File: src/rtl/fibo_pkg.sv
// Shared types and constants for the Fibonacci stream generator and checker.
// Holds the FSM state encoding, default widths and history reset tags.
package fibo_pkg;

  typedef enum logic [1:0] {
    IDLE,
    PRIME,
    HUNT,
    LOCKED
  } fibo_state_t;

  localparam int FIBO_W     = 8;
  localparam int FIBO_CNT_W = 16;

  // History contents after reset; the generator restarts from the same tags.
  localparam int FIBO_RST_PREV = 0;
  localparam int FIBO_RST_CUR  = 0;

endpackage

File: src/rtl/fibo_next.sv
// Next Fibonacci term: (a + b) mod 2^W, purely combinational.
// Zero latency; no flow control, output follows inputs.
module fibo_next
  import fibo_pkg::*;
#(
  parameter int W = FIBO_W
) (
  input  logic [W-1:0] a,
  input  logic [W-1:0] b,
  output logic [W-1:0] sum
);

  // Result is W bits wide, so the carry out falls away.
  assign sum = a + b;

endmodule

File: config.mk
export PLATFORM = sky130hd
export DESIGN_NAME = fibo_next
export DESIGN_NICKNAME = d
export VERILOG_FILES = /design/src/rtl/fibo_pkg.sv /design/src/rtl/fibo_next.sv
export SDC_FILE = /design/constraint.sdc
export NUM_CORES = 1
export LEC_CHECK = 0
export CORE_AREA = 2 2 39 41
export DETAILED_ROUTE_END_ITERATION = 6
export DIE_AREA = 0 0 41 43
export PLACE_DENSITY_LB_ADDON = 0.2
export SLEW_MARGIN = 30
export SYNTH_ARGS = -nofsm -noshare
export SYNTH_HDL_FRONTEND = slang
export SYNTH_SLANG_ARGS = --single-unit
File: constraint.sdc
create_clock -name vclk -period 2.3
set_clock_uncertainty 0.15 [all_clocks]
set_input_delay 0.46 -clock vclk [all_inputs]
set_output_delay 0.46 -clock vclk [all_outputs]
set_load 0.03 [all_outputs]
==> out/summary.md <==
The run finished, with violations left. The checks that failed: negative setup slack. The area growth from synthesis to layout is 160%. The tools report the number of nets with antenna violations after detailed routing as 0.

The global-route usage over all layers is 12.6%. The run gives -0.0183 ns as the final worst-path setup slack. The share of the synthesized netlist area taken by xor and xnor gates is 10.6%, and the via count of the first global-routing pass is 457. The gate count after technology mapping came out at 42.

The library cell used most frequently in the layout, excluding fill and tap cells, is sky130_fd_sc_hd__buf_4. The logs give 0 for the number of antenna violations at the first check in global routing and 24 for the count of boundary I/O pins. Net switching is 48.0% of the power.

Multiplexer share of the synthesized area: 0%. In the finished layout, the clock tree contains a buffer count of 0. By startpoint and endpoint, the worst setup path is classified as input pin to primary output. The tools report the HPWL after detailed placement as 754 µm. The logs give 23 for the number of distinct library cells after synthesis and 24.0% for the initial cell density of the core.

After detailed routing, the number of vias per cell comes to 4.86. In this run the static leakage power is 0.356 nW. The number of warnings issued by yosys came out at 0. After synthesis, the largest family of logic cells by area is compound AO/OA/AOI/OAI gates. The cell internal power dissipation is 0.157 mW, and the portion of the clock cycle consumed by the worst path in the final layout is 101%.

Total power for the finished layout comes to 0.303 mW. The run gives 1 as the final count of negative-setup-slack endpoints. Summed over all instances, the cell type with the most area after synthesis is sky130_fd_sc_hd__ha_1. The tightest hold path in the finished design has a slack of 1.09 ns. The tightest min-delay check is of the input pin to primary output type. The run gives 0.145 mW as the power dissipated by switching net loads. The fraction of power consumed by the clock network came out at 0%.

The final-report hold violation count is 0, and the final routed wire length divided by cell count is 11.4 µm. Cell area after placement: 676 µm². The slowest stage of the critical path belongs to the cell sky130_fd_sc_hd__o31a_1.

The run gives 7 as the largest net degree at the start of global routing. Of the cells placed in the final design, the portion with a size suffix greater than 1 is 71.3%. IR analysis of the VDD net gives a maximum drop of 0.000190 V. The overall die area was 0.00176 mm²; the worst path arrival time was 1.71 ns. STA classifies the critical path startpoint as an input pin. In this design, the stage delay of the slowest critical-path cell is 0.29 ns. The total congestion overflow was 0; the number of buffers inserted by port buffering was 24. The first global-routing pass estimated 1660 µm of wire.

Cells fill 62.3% of the core in the end. The tools report the fraction of power consumed by sequential logic as 0%. After the first detailed-routing iteration, the DRC count stood at 3. When the netlist entered floorplanning its net count stood at 66.

Walking the worst path, the cells encountered are buf_8 -> ha_4 -> inv_2 -> fa_2 -> nor2b_4 -> o31a_1 -> o311ai_4 -> buf_6. The synthesized netlist devotes 32.5% of its cell area to adder and majority cells. The share of synthesized area in the top cell type comes to 26.4%. Dividing the synthesized area by the synthesized cell count gives 7.89 µm². After floorplanning, the core was sized to cover 0.00138 mm².

The final net count was 106. The first TritonRoute pass finished after 2 iterations. The highest net fanout along the worst path works out to 3.

The run gives 0 as the max-cap check violation count. Shortest clock period the worst path allows after layout: 2.32 ns. At the pin with the least slew margin, the transition time is 0.311 ns. The run gives 0 as the number of max-slew violations in the final report. Summing the areas of all compound-gate instances in the mapped netlist gives 37.4% of the synthesized area.

The tools report the endpoint type of the worst setup path as a primary output. The share of the Yosys chip area taken by registers is 0%. For this block, the routed nets add up to 1090 µm of wire. Setup repair after global routing could not meet its margin everywhere. STA puts the critical path data required time at 1.69 ns. The quantity of hold-fixing buffers added after cts is 0, and the routability congestion estimate from global placement is 0.700. Combined area of the multi-input logic cells: 505 µm².

Total standard cell area after synthesis: 332 µm². The power density normalized to cell area came out at 351 mW/mm². Fill cells in the final layout number 125. Combinational logic burns 100.0% of the power.

From left edge to right edge, the die measures 41 µm. The routed layout has 467 vias. The top cell types in the final layout, fill and taps aside, are sky130_fd_sc_hd__buf_4 (18), sky130_fd_sc_hd__ha_4 (7), sky130_fd_sc_hd__buf_6 (7), sky130_fd_sc_hd__inv_2 (4), sky130_fd_sc_hd__clkbuf_2 (4). The relative max-transition margin came out at 79.2%. The synthesized netlist devotes 14.0% of its cell area to simple gates. The number of DRC violations after detailed routing is 0, and the number of sequential cells in the layout is 0. For the post-route cell area, the log shows 862 µm². Summing all flip-flop and latch instances after layout gives 0 µm².

The number of rows created at floorplan is 14. The repair_antennas step left the layout with diodes totalling 0. Fmax: 431 MHz. The die is 43 µm tall. After synthesis, the cell types taking the most area are sky130_fd_sc_hd__ha_1 (26%), sky130_fd_sc_hd__a21oi_1 (7.5%), sky130_fd_sc_hd__o211ai_1 (6.8%).
==> worst paths after layout <==
kind              start  endpoint  depth (start not counted)
setup / recovery   b[0]    sum[6]                          8
hold / removal     a[0]    sum[0]                          3
==> kinds of logic after synthesis <==
| logic type | count (synthesis) |
|---|---|
| compound gates | 18 |
| fa+ha+maj | 8 |
| xor+xnor | 4 |
| simple gates | 7 |
| buf+inv | 5 |
==> cell usage after synthesis <==
master	n
sky130_fd_sc_hd__o311ai_0	1
sky130_fd_sc_hd__nor3_1	1
sky130_fd_sc_hd__nand2b_1	1
sky130_fd_sc_hd__nor2b_4	1
sky130_fd_sc_hd__nor2b_1	1
sky130_fd_sc_hd__a21oi_1	5
sky130_fd_sc_hd__a211oi_1	1
sky130_fd_sc_hd__o31a_1	1
sky130_fd_sc_hd__a221oi_1	1
sky130_fd_sc_hd__o311ai_1	1
sky130_fd_sc_hd__nand2_1	1
sky130_fd_sc_hd__inv_1	5
sky130_fd_sc_hd__o21ai_0	2
sky130_fd_sc_hd__o211ai_1	3
sky130_fd_sc_hd__o2bb2ai_1	1
sky130_fd_sc_hd__fa_1	1
sky130_fd_sc_hd__nor3b_1	1
sky130_fd_sc_hd__xnor2_1	2
sky130_fd_sc_hd__o21a_1	1
sky130_fd_sc_hd__ha_1	7
sky130_fd_sc_hd__nor2_1	1
sky130_fd_sc_hd__a21o_1	1
sky130_fd_sc_hd__xor2_1	2
==> final cells by class <==
cell class	instances	share of cell area, %
timing repair buffer	38	36.9
tap	16	2.32
multi-input combinational	37	58.6
inverter	5	2.18
==> metrics by stage <==
stage / setup slack [ns] / TNS [ns] / cells
2_1_floorplan: -0.0622 / -0.0622 / 42
3_3_place_gp: -0.665 / -2.52 / 92
3_5_place_dp: -0.663 / -2.56 / 92
4_1_cts: -0.0875 / -0.0875 / 95
5_1_grt: -0.0549 / -0.0604 / 96
6_report: -0.0183 / -0.0183 / 96
==> power by group through the flow <==
stage,registers (mW),logic [mW],clock network [mW]
finish,0,0.303,0
global placement,0,0.235,0
floorplan,0,0.138,0
detailed placement,0,0.236,0
global route,0,0.322,0
CTS,0,0.277,0
==> worst max-delay path: cells and delay by family <==
kind            cells  cell delay (ns)
compound gates      2             0.52
fa+ha+maj           2             0.37
buf+inv             3             0.31
simple gates        1             0.05
==> what timing repair did <==
item                       in CTS  in global routing
setup buffers                   3                  1
setup endpoints to repair       7                  4
pin swaps                      16                 15
resized for setup              55                 22
==> routing by layer <==
layer,track usage [%],wire length [µm],vias up
li1,-,-,235
met1,15.6,423,216
met2,24.1,597,16
met3,0,71,0
met4,0,0,0
met5,0,0,-
Note: power is estimated with default switching activity, not from simulation.
